==> config.mk <==
export PLATFORM = sky130hd
export DESIGN_NAME = branch_pred_ctrl
export DESIGN_NICKNAME = d
export VERILOG_FILES = /design/src/rtl/rv_pkg.sv /design/src/rtl/bht_table.sv /design/src/rtl/branch_pred_ctrl.sv
export SDC_FILE = /design/constraint.sdc
export NUM_CORES = 1
export LEC_CHECK = 0
export ABC_AREA = 1
export CORE_ASPECT_RATIO = 0.6
export CORE_MARGIN = 10
export CORE_UTILIZATION = 46
export DETAILED_ROUTE_END_ITERATION = 8
export PLACE_DENSITY_LB_ADDON = 0.05
export SLEW_MARGIN = 15
export SYNTH_ARGS = -nofsm -noshare
export SYNTH_HDL_FRONTEND = slang
export SYNTH_SLANG_ARGS = --single-unit
export TNS_END_PERCENT = 10
==> constraint.sdc <==
create_clock -name clk -period 2.4 [get_ports clk]
set_clock_uncertainty 0.1 [all_clocks]
set_input_delay 0.6 -clock clk [delete_from_list [all_inputs] [get_ports clk]]
set_output_delay 0.6 -clock clk [all_outputs]
set_load 0.005 [all_outputs]
==> src/rtl/rv_pkg.sv <==
// Shared constants and types for the branch predictor: opcode match, counter
// reset value, flush encodings and the recovery FSM state.
package rv_pkg;

  localparam logic [6:0] OPC_BRANCH = 7'b1100011;
  localparam logic [1:0] BHT_INIT   = 2'b01;
  localparam logic [1:0] FLUSH_ALL  = 2'b11;
  localparam logic [1:0] FLUSH_NONE = 2'b00;

  typedef enum logic [0:0] {
    IDLE  = 1'b0,
    FLUSH = 1'b1
  } bp_state_t;

endpackage

==> src/rtl/bht_table.sv <==
// Branch history table: array of 2-bit saturating counters with one
// combinational read port and one saturating update port.
module bht_table
  import rv_pkg::*;
#(
  parameter int ENTRIES = 16,
  parameter int IDX_W   = $clog2(ENTRIES)
) (
  input  logic             clk,
  input  logic             rst,
  input  logic [IDX_W-1:0] rd_idx_i,
  output logic [1:0]       rd_cnt_o,
  input  logic             upd_en_i,
  input  logic [IDX_W-1:0] upd_idx_i,
  input  logic             upd_taken_i
);

  logic [1:0] cnt_q [ENTRIES];
  logic [1:0] upd_cur;
  logic [1:0] upd_nxt;

  // The read sees the stored value, so a same-cycle update is not bypassed.
  assign rd_cnt_o = cnt_q[rd_idx_i];
  assign upd_cur  = cnt_q[upd_idx_i];

  always_comb begin
    upd_nxt = upd_cur;
    if (upd_taken_i) begin
      if (upd_cur != 2'b11) upd_nxt = upd_cur + 2'b01;
    end else begin
      if (upd_cur != 2'b00) upd_nxt = upd_cur - 2'b01;
    end
  end

  always_ff @(posedge clk) begin
    if (rst) begin
      for (int i = 0; i < ENTRIES; i++) cnt_q[i] <= BHT_INIT;
    end else if (upd_en_i) begin
      cnt_q[upd_idx_i] <= upd_nxt;
    end
  end

endmodule

==> src/rtl/branch_pred_ctrl.sv <==
// Dynamic branch predictor and mispredict recovery controller: predicts in IF,
// carries the prediction to EX, and sequences a one-cycle redirect/flush.
module branch_pred_ctrl
  import rv_pkg::*;
#(
  parameter int BHT_ENTRIES = 16,
  parameter int XLEN        = 32
) (
  input  logic            clk,
  input  logic            rst,
  input  logic            stall,
  input  logic            if_valid,
  input  logic [XLEN-1:0] if_pc,
  input  logic [XLEN-1:0] if_inst,
  input  logic            ex_valid,
  input  logic            ex_is_branch,
  input  logic [XLEN-1:0] ex_pc,
  input  logic            ex_taken,
  input  logic [XLEN-1:0] ex_target,
  output logic            pred_taken,
  output logic            pc_sel,
  output logic [XLEN-1:0] redirect_pc,
  output logic [1:0]      flush,
  output logic [15:0]     miss_cnt,
  output bp_state_t       dbg_state
);

  localparam int IDX_W = $clog2(BHT_ENTRIES);

  logic            id_pred_q, id_vld_q, ex_pred_q, ex_vld_q;
  bp_state_t       state_q;
  logic            pc_sel_q;
  logic [1:0]      flush_q;
  logic [XLEN-1:0] redirect_q, redirect_d;
  logic [15:0]     miss_cnt_q, miss_cnt_d;
  logic [1:0]      rd_cnt;
  logic            res, miss;
  logic            unused_bits;

  bht_table #(
    .ENTRIES(BHT_ENTRIES),
    .IDX_W  (IDX_W)
  ) u_bht (
    .clk        (clk),
    .rst        (rst),
    .rd_idx_i   (if_pc[IDX_W+1:2]),
    .rd_cnt_o   (rd_cnt),
    .upd_en_i   (res),
    .upd_idx_i  (ex_pc[IDX_W+1:2]),
    .upd_taken_i(ex_taken)
  );

  assign pred_taken = if_valid && (if_inst[6:0] == OPC_BRANCH) && rd_cnt[1];

  // Branches seen during FLUSH are on the wrong path and must not train or redirect.
  assign res  = ex_valid && ex_is_branch && !stall && (state_q == IDLE);
  assign miss = res && (ex_pred_q != ex_taken);

  assign redirect_d = ex_taken ? ex_target : ex_pc + XLEN'(4);
  assign miss_cnt_d = (miss_cnt_q == 16'hFFFF) ? miss_cnt_q : miss_cnt_q + 16'd1;

  always_ff @(posedge clk) begin
    if (rst || (flush_q != FLUSH_NONE)) begin
      id_pred_q <= 1'b0;
      id_vld_q  <= 1'b0;
      ex_pred_q <= 1'b0;
      ex_vld_q  <= 1'b0;
    end else if (!stall) begin
      id_pred_q <= pred_taken;
      id_vld_q  <= if_valid;
      ex_pred_q <= id_pred_q;
      ex_vld_q  <= id_vld_q;
    end
  end

  always_ff @(posedge clk) begin
    if (rst) begin
      state_q    <= IDLE;
      pc_sel_q   <= 1'b0;
      flush_q    <= FLUSH_NONE;
      redirect_q <= '0;
      miss_cnt_q <= '0;
    end else begin
      case (state_q)
        IDLE: begin
          if (miss) begin
            state_q    <= FLUSH;
            pc_sel_q   <= 1'b1;
            flush_q    <= FLUSH_ALL;
            redirect_q <= redirect_d;
            miss_cnt_q <= miss_cnt_d;
          end
        end
        FLUSH: begin
          state_q  <= IDLE;
          pc_sel_q <= 1'b0;
          flush_q  <= FLUSH_NONE;
        end
        default: state_q <= IDLE;
      endcase
    end
  end

  assign pc_sel      = pc_sel_q;
  assign flush       = flush_q;
  assign redirect_pc = redirect_q;
  assign miss_cnt    = miss_cnt_q;
  assign dbg_state   = state_q;

  assign unused_bits = ^{if_pc[XLEN-1:IDX_W+2], if_pc[1:0], if_inst[XLEN-1:7], ex_vld_q};

endmodule

==> flow_metrics.tcl, run 1 <==
set metrics [dict create \
    wl_per_cell_um 16.5 \
    fin_crit_sh 0.984 \
    utilization 0.668 \
    worstPathRequired_ns 2.53 \
    viasPerCell 5.23 \
    hold_ws_ns 0.366 \
    combPwrFrac 0.182 \
    dp.cells 1103 \
    rsz0062_at_grt "true" \
    power_mw 3.62 \
    gp_congestion 0.959 \
    hold_violations 0 \
    path_class "register to register" \
    setup_violations 0 \
    totalWireLength_um 18600 \
    reg2reg_from "u_bht.cnt_q[14][1]$_SDFFCE_PN0P_" \
    fillCellCount 993 \
    globalRouteTotalUtil 0.225 \
    p_leak_nw 2.98 \
    swShare 0.265 \
    clkSlewWorstSetupHoldPaths_ns 0.06 \
    max-slew-margin-rel 0.685 \
    synthesis.area_mm2 0.00528 \
    fin_ws_ns 0.0395 \
    grt_pass1_vias 5625 \
    multi_input_area_mm2 0.00283 \
    vdd_drop_max_mv 0.379 \
    seq_power_share 0.425 \
    synth_top_cells_by_area "dfxtp_1 (20%), edfxtp_1 (18%), nand2_1 (16%)" \
    ys_seq_area_frac 0.379 \
    htree_levels 3 \
    synth_top_flop_cell "dfxtp_1" \
    cp_max_fo 2 \
    cp-start-kind "register" \
    vias 5903 \
    clock_sinks 84 \
    r2r_slack_ns 0.04 \
    yosysTopAreaCell "dfxtp_1" \
    cpMostUsedCell "buf_4" \
    crit_chain "o211ai_1, nand3_1, buf_4, buf_4, buf_4, buf_4, buf_4, buf_4, buf_4, buf_4, nand3_1, nand2_1, nand2_1, a21oi_2" \
    worst_slew_pin_slew_ns 0.469 \
    grt_max_degree 31 \
    outcome "complete, no violations" \
    numCtsBuffers 9 \
    port_buffers 134 \
    diodes 0 \
    pwr_density_cell_mw_per_mm2 481 \
    worstPathArrival_ns 2.49 \
    tritoncts "done" \
    grt_pass1_wl_um 29000 \
    cp-end-kind "register" \
    synth_edf_count 32 \
    p_sw_mw 0.959 \
    clockBufferDepth 2 \
    firstDrtPassIters 5 \
    whs_endpoint "redirect_pc[26]$_SDFFE_PP0P_" \
    drc_errors 0 \
    cp_slowest_cell "edfxtp_1" \
    grt_overflow_total 0 \
    fin_cells 1128 \
    syn_area_per_cell_um2 6.64 \
    internal-power_mw 2.66 \
    syn_nets 936 \
    area_delta_synth_final_pct 42.4 \
    cp_num_buf_inv 8 \
    ys_types 35 \
    clock_latency_ns 0.34 \
    power_frac_clock 0.392 \
    cts-root-buf "clkbuf_16" \
    final_cell_area_mm2 0.00752 \
    reg2reg_depth 14 \
    drive_gt1_frac 0.122 \
    synth_seq_cells 84 \
    place_area_mm2 0.00713 \
    drt_iter0_drc 488 \
    critPathMaxStageDelay_ns 0.47 \
    ys_warn_count 0 \
    slew_viol_final 0 \
    antenna_left 0 \
    die_x_um 158 \
    fp.dieH_um 103 \
    fmax_ghz 0.424 \
    yosysMostFrequentCell "nand2_1" \
    async_reset_ff_frac 0 \
    nNetsFinal 1119 \
    synth_commonest_cells "nand2_1 (222), nor2_1 (124), a21oi_1 (74), inv_1 (72), nand3_1 (58)" \
    fin_crit_ns 2.36 \
    holdCritStartpoint "redirect_pc[26]$_SDFFE_PP0P_" \
    tns_ns 0 \
    antenna_found_initial 0 \
    hp-class "register to register" \
    r2r-end "id_pred_q$_SDFFE_PP0N_" \
    dp_hpwl_um 14500 \
    path_delay_family "buffers and inverters" \
    rows 30 \
    cap_violations 0 \
    synthCells 796 \
    pre_cts_slack_ns -0.555 \
    seqCellArea_mm2 0.00200 \
    initial_core_util 0.469 \
    dieArea_mm2 0.0163 \
    whs_path_depth 2 \
    yosysTopAreaCellShare 0.197 \
    ioPinCount 188 \
    coreArea_mm2 0.0113 \
]
tightest hold or removal path, delay by kind of cell, from the launching register on:
family | cells | cell delay [ns]
DFF | 1 | 0.31
and+or+nand+nor | 1 | 0.06
AOI/OAI and AO/OA | 1 | 0.05
layer usage:
layer / GRT usage / vias up / wire length [um]
li1: - / 2932 / -
met5: 0 / - / 0
met4: 0.0340 / 0 / 125
met1: 0.326 / 2692 / 8630
met3: 0.0613 / 17 / 2170
met2: 0.331 / 262 / 7670
what timing repair did:
| action | 4_1_cts | 5_1_grt |
|---|---|---|
| hold buffers | 0 | 0 |
| resized for setup | 15 | 15 |
| setup endpoints to repair | 8 | 42 |
| gates cloned | 1 | 0 |
| setup buffers | 8 | 0 |
| pin swaps | 5 | 2 |
state kept, by name, indices dropped and copies added, names as in the netlist:
name and flops:
miss_cnt 16, flush 1, dbg_state 1, u_bht.cnt_q 32
ex_pred_q 1, id_pred_q 1, redirect_pc 32
power groups by stage:
stage	combinational [mW]	clock (mW)	sequential (mW)
final	0.659	1.42	1.54
after global routing	0.712	1.49	1.54
after CTS	0.645	1.43	1.54
after detailed placement	0.630	0	1.57
after global placement	0.619	0	1.57
after floorplan	0.286	0	1.56
final cells by class:
type | instances | area share
clock buffers | 13 | 0.0376
clock inverters | 3 | 0.00249
inverters | 78 | 0.0396
multi-input cells | 601 | 0.376
flip-flops and latches | 84 | 0.266
well taps | 144 | 0.0239
repair buffers | 205 | 0.255
cells in the final DEF, fill, tap and decap left out, drive strengths merged, types with 7 or more instances in the layout:
cell type and n:
xor2 10, nand4 9, nor2 139, inv 77
clkdlybuf4s50 122, buf 72, clkbuf 15, edfxtp 32
nand3b 11, o21ai 31, o211ai 7, dfxtp 52
nand2 226, a21oi 74, nand3 58, nor3 16
worst max-delay path by stage:
stage	start	endpoint	slack [ns]	cells after the start
5_1_grt	u_bht.cnt_q[14][1]$_SDFFCE_PN0P_	id_pred_q$_SDFFE_PP0N_	-0.007	14
3_3_place_gp	if_pc[2]	pred_taken	-0.52	8
6_report	u_bht.cnt_q[14][1]$_SDFFCE_PN0P_	id_pred_q$_SDFFE_PP0N_	0.04	14
2_1_floorplan	if_pc[2]	pred_taken	0.25	6
4_1_cts	if_pc[2]	pred_taken	-0.006	8
3_5_place_dp	if_pc[3]	pred_taken	-0.56	7
cells by family (layout without fill, tap and decap cells):
logic type,Yosys count,after routing,share of synthesized area
xor gates and xnor gates,16,16,0.0265
AOI/OAI and AO/OA,119,119,0.121
DFF,84,84,0.379
and+or+nand+nor,461,461,0.371
adders and majority gates,5,5,0.0118
buffers and inverters,111,299,0.0912
Power figures use the tool's default switching activity.
==> run 2, diff against run 1 <==
--- a/config.mk
+++ b/config.mk
@@ -8,7 +8,7 @@
 export ABC_AREA = 1
 export CORE_ASPECT_RATIO = 0.6
 export CORE_MARGIN = 10
-export CORE_UTILIZATION = 46
+export CORE_UTILIZATION = 25
 export DETAILED_ROUTE_END_ITERATION = 8
 export PLACE_DENSITY_LB_ADDON = 0.05
 export SLEW_MARGIN = 15
==> flow_metrics.tcl, run 2 (same netlist as run 1, synthesis figures left out) <==
set metrics [dict create \
    utilization 0.384 \
    reg2reg_from "miss_cnt[0]$_SDFFE_PP0P_" \
    place_area_mm2 0.00765 \
    coreArea_mm2 0.0209 \
    r2r_slack_ns 0.36 \
    clock_latency_ns 0.35 \
    dieArea_mm2 0.0275 \
    nNetsFinal 1155 \
    numCtsBuffers 9 \
    outcome "complete, no violations" \
    timing.critical_path.to "pred_taken" \
    met3_usage 0.0482 \
    cap_violations 0 \
    viasPerCell 4.41 \
    fin_crit_sh 0.980 \
    drt_iter0_drc 388 \
    worstPathArrival_ns 1.65 \
    hold_ws_ns 0.365 \
    slew_viol_final 0 \
    firstDrtPassIters 5 \
    cts-root-buf "clkbuf_16" \
    final_cell_area_mm2 0.00801 \
    area_delta_synth_final_pct 51.6 \
    fin_crit_ns 2.35 \
    port_buffers 134 \
    dp.cells 1279 \
    drive_gt1_frac 0.152 \
    rsz0062_at_grt "false" \
    grt_pass1_wl_um 32800 \
    initial_core_util 0.253 \
    grt_overflow_total 0 \
    fp.dieH_um 133 \
    startpoint "if_inst[1]" \
    cp-start-kind "primary input" \
    vdd_drop_max_mv 0.340 \
    clock_sinks 84 \
    critPathMaxStageDelay_ns 0.47 \
    layout_common_cells "nand2_1 (222), nor2_1 (124), clkdlybuf4s50_1 (123)" \
    rows 41 \
    max-slew-margin-rel 0.670 \
    r2r-end "miss_cnt[4]$_SDFFE_PP0P_" \
    hold_violations 0 \
    globalRouteTotalUtil 0.150 \
    path_class "primary input to output pin" \
    tritoncts "done" \
    p_leak_nw 3.18 \
    hp-class "register to register" \
    worstPathRequired_ns 1.70 \
    clockBufferDepth 2 \
    totalWireLength_um 20800 \
    worst_slew_pin_slew_ns 0.491 \
    cp_slowest_cell "clkdlybuf4s50_1" \
    globalRoute.busiestLayer "met1" \
    antenna_left 0 \
    antenna_found_initial 0 \
    gr-usage-met1 0.220 \
    cp-end-kind "output pin" \
    cp_max_fo 2 \
    grt_pass1_vias 5637 \
    fmax_ghz 0.425 \
    ctsHoldBuffers 0 \
    wl_per_cell_um 16.0 \
    fin_cells 1299 \
    htree_levels 3 \
    clkSlewWorstSetupHoldPaths_ns 0.06 \
    setup_violations 0 \
    reg2reg_depth 8 \
    ioPinCount 188 \
    pwr_density_cell_mw_per_mm2 464 \
    use_met2 0.208 \
    grt_max_degree 41 \
    final_common_cell "nand2_1" \
    die_x_um 208 \
    gp_congestion 0.829 \
    crit_chain "clkdlybuf4s50_1, nand4_1, or2_4, nor3_2, buf_2" \
    drc_errors 0 \
    vias 5734 \
    dp_hpwl_um 16600 \
    diodes 0 \
]
-- run 2: cell count changes in the layout (fill, tap and decap cells not counted), sizes merged --
cell,delta
clkdlybuf4s50,+1
buf,+36
clkinvlp,+1
dlygate4sd2,-4
dlymetal6s2s,+3
clkdlybuf4s15,+1
clkinv,-2
-- run 2: final cells by class --
| class | instances | area, um^2 |
|---|---|---|
| clock buffers | 14 | 287 |
| clock inverters | 2 | 16.3 |
| fillers | 2227 | 12900 |
| inverters | 78 | 295 |
| multi-input cells | 601 | 2820 |
| flip-flops and latches | 84 | 2000 |
| well taps | 279 | 349 |
| repair buffers | 241 | 2240 |
-- run 2: critical path: cells and delay by family --
family / cells / cell delay, ns
and+or+nand+nor: 3 / 0.45
buffers and inverters: 2 / 0.60
-- run 2: timing repair --
action                     4_1_cts  5_1_grt
gates cloned                     1        0
pin swaps                        2        7
gates resized for setup         13       15
setup endpoints to repair       37        1
buffers inserted                 0        3
-- run 2: how the worst min path moves through the flow --
stage,from,endpoint,slack (ns),depth (start not counted)
3_3_place_gp,redirect_pc[30]$_SDFFE_PP0P_,redirect_pc[30]$_SDFFE_PP0P_,0.36,2
3_5_place_dp,redirect_pc[29]$_SDFFE_PP0P_,redirect_pc[29]$_SDFFE_PP0P_,0.36,2
6_report,redirect_pc[31]$_SDFFE_PP0P_,redirect_pc[31]$_SDFFE_PP0P_,0.36,2
2_1_floorplan,redirect_pc[16]$_SDFFE_PP0P_,redirect_pc[16]$_SDFFE_PP0P_,0.36,2
4_1_cts,redirect_pc[29]$_SDFFE_PP0P_,redirect_pc[29]$_SDFFE_PP0P_,0.37,2
5_1_grt,redirect_pc[28]$_SDFFE_PP0P_,redirect_pc[28]$_SDFFE_PP0P_,0.39,2
-- run 2: through the flow --
stage               setup WS (ns)  setup TNS, ns  total power [mW]
floorplan                   0.255              0              1.85
global placement           -0.589         -27.94              2.28
detailed placement         -0.577         -27.75              2.28
CTS                       -0.0643        -0.0643              3.76
global route              0.00240              0              3.89
finish                     0.0480              0              3.72
-- run 2: power by group --
group | switching [mW] | internal, mW
clock network | 0.629 | 0.833
registers | 0.0231 | 1.51
logic | 0.357 | 0.360
-- run 2: metal layers --
layer,wire length (um),share of wire,vias up
li1,-,-,3011
met1,11200,0.54,2598
met2,8210,0.39,115
met3,1220,0.059,10
met4,179,0.0086,0
met5,0,0,-
==> run 3, diff against run 2 <==
--- a/config.mk
+++ b/config.mk
@@ -6,7 +6,6 @@
 export NUM_CORES = 1
 export LEC_CHECK = 0
 export ABC_AREA = 1
-export CORE_ASPECT_RATIO = 0.6
 export CORE_MARGIN = 10
 export CORE_UTILIZATION = 25
 export DETAILED_ROUTE_END_ITERATION = 8
==> flow_metrics.tcl, run 3 (same netlist as run 1, synthesis figures left out) <==
set metrics [dict create \
    numCtsBuffers 9 \
    power_mw 3.55 \
    worstPathArrival_ns 1.71 \
    path_delay_family "buffers and inverters" \
    cp_max_fo 2 \
    seqCellArea_mm2 0.00200 \
    dp.cells 1262 \
    wl_met3_um 1530 \
    slew_viol_final 0 \
    drt_iter0_drc 327 \
    clkSlewWorstSetupHoldPaths_ns 0.07 \
    topRoutingLayerUsed "met4" \
    hp-class "register to register" \
    drc_errors 0 \
    fin_cells 1283 \
    swShare 0.277 \
    reg2reg_depth 10 \
    cts-root-buf "clkbuf_16" \
    multi_input_area_mm2 0.00283 \
    met1_length_um 9090 \
    cp_slowest_cell "clkdlybuf4s50_1" \
    vias 5686 \
    wl_per_cell_um 15.2 \
    final_cell_area_mm2 0.00789 \
    fmax_ghz 0.416 \
    p_leak_nw 3.10 \
    wl_met2_um 8700 \
    violations "setup timing" \
    seq_power_share 0.433 \
    path_depth 6 \
    tritoncts "done" \
    clock_sinks 84 \
    pwr_density_cell_mw_per_mm2 450 \
    ctsHoldBuffers 0 \
    power_frac_clock 0.370 \
    cp-start-kind "primary input" \
    final_common_cell "nand2_1" \
    cp-end-kind "output pin" \
    tns_ns -0.00550 \
    cp_num_buf_inv 3 \
    worstPathRequired_ns 1.70 \
    reg2reg_from "miss_cnt[0]$_SDFFE_PP0P_" \
    startpoint "if_inst[4]" \
    outcome "finished, violations left" \
    globalRouteTotalUtil 0.145 \
    hold_violations 0 \
    antenna_found_initial 1 \
    gp_congestion 0.849 \
    whs_path_depth 2 \
    ioPinCount 188 \
    totalWireLength_um 19500 \
    rows 53 \
    hold_ws_ns 0.364 \
    firstDrtPassIters 4 \
    rsz0062_at_grt "true" \
    antenna_left 0 \
    grt_max_degree 41 \
    dieArea_mm2 0.0274 \
    htree_levels 3 \
    place_area_mm2 0.00753 \
    initial_core_util 0.253 \
    drive_gt1_frac 0.140 \
    fin_ws_ns -0.00550 \
    combPwrFrac 0.197 \
    holdCritStartpoint "redirect_pc[16]$_SDFFE_PP0P_" \
    grt_pass1_wl_um 31000 \
    grt_pass1_vias 5750 \
    port_buffers 134 \
    layout_common_cells "nand2_1 (221), nor2_1 (124), clkdlybuf4s50_1 (124)" \
    p_sw_mw 0.983 \
    nNetsFinal 1142 \
    coreArea_mm2 0.0209 \
    vdd_drop_max_mv 0.318 \
    crit_chain "clkdlybuf4s50_1, inv_1, nand4_1, or2_4, nor3_2, buf_2" \
    viasPerCell 4.43 \
    clock_latency_ns 0.35 \
    internal-power_mw 2.57 \
    worst_slew_pin_slew_ns 0.444 \
    fp.dieH_um 165 \
    dp_hpwl_um 15300 \
    cap_violations 0 \
    clockBufferDepth 2 \
    grt_overflow_total 0 \
    setup_violations 1 \
    fillCellCount 2307 \
    max-slew-margin-rel 0.702 \
    area_delta_synth_final_pct 49.3 \
    fin_crit_ns 2.41 \
    critPathMaxStageDelay_ns 0.39 \
    fin_crit_sh 1.00 \
    path_class "primary input to output pin" \
    die_x_um 165 \
]
## run 3: final timing paths
kind                                   to  slack [ns]
max                            pred_taken      -0.006
min          redirect_pc[16]$_SDFFE_PP0P_        0.36
max reg2reg      miss_cnt[7]$_SDFFE_PP0P_        0.49
min reg2reg  redirect_pc[16]$_SDFFE_PP0P_        0.36
## run 3: final cells by class
type | instances | area share
inverters | 78 | 0.0377
flip-flops and latches | 84 | 0.254
repair buffers | 228 | 0.273
well taps | 275 | 0.0436
clock inverters | 5 | 0.00365
multi-input cells | 601 | 0.358
diodes | 1 | 0.000317
clock buffers | 11 | 0.0295
## run 3: timing repair
| item | CTS | global route |
|---|---|---|
| cloned | 1 | 1 |
| endpoints found under the setup margin | 4 | 36 |
| resized for setup | 15 | 11 |
| pin swaps | 2 | 6 |
| setup buffers | 1 | 1 |
## run 3: per-stage QoR
step | worst slack, ns | util
final | -0.00550 | 0.378
after global routing | -0.0658 | 0.378
after CTS | -0.00884 | 0.375
after detailed placement | -0.557 | 0.361
after global placement | -0.540 | 0.361
after floorplan | 0.255 | -
## run 3: power by group through the flow
stage | Sequential, mW | Clock [mW] | Combinational (mW)
after floorplan | 1.56 | 0 | 0.286
after global placement | 1.57 | 0 | 0.686
after detailed placement | 1.57 | 0 | 0.683
after CTS | 1.54 | 1.36 | 0.692
after global routing | 1.54 | 1.42 | 0.773
final | 1.54 | 1.31 | 0.699
## run 3: tightest hold or removal path: stages, from the launching register on
cell     delay, ns
dfxtp_1       0.31
nand2_1       0.06
a21oi_1       0.05
## run 3: routing by layer
metal / track usage / up-vias
met4: 0.0347 / 0
met2: 0.227 / 131
li1: - / 2984
met1: 0.186 / 2557
met5: 0 / -
met3: 0.0508 / 14
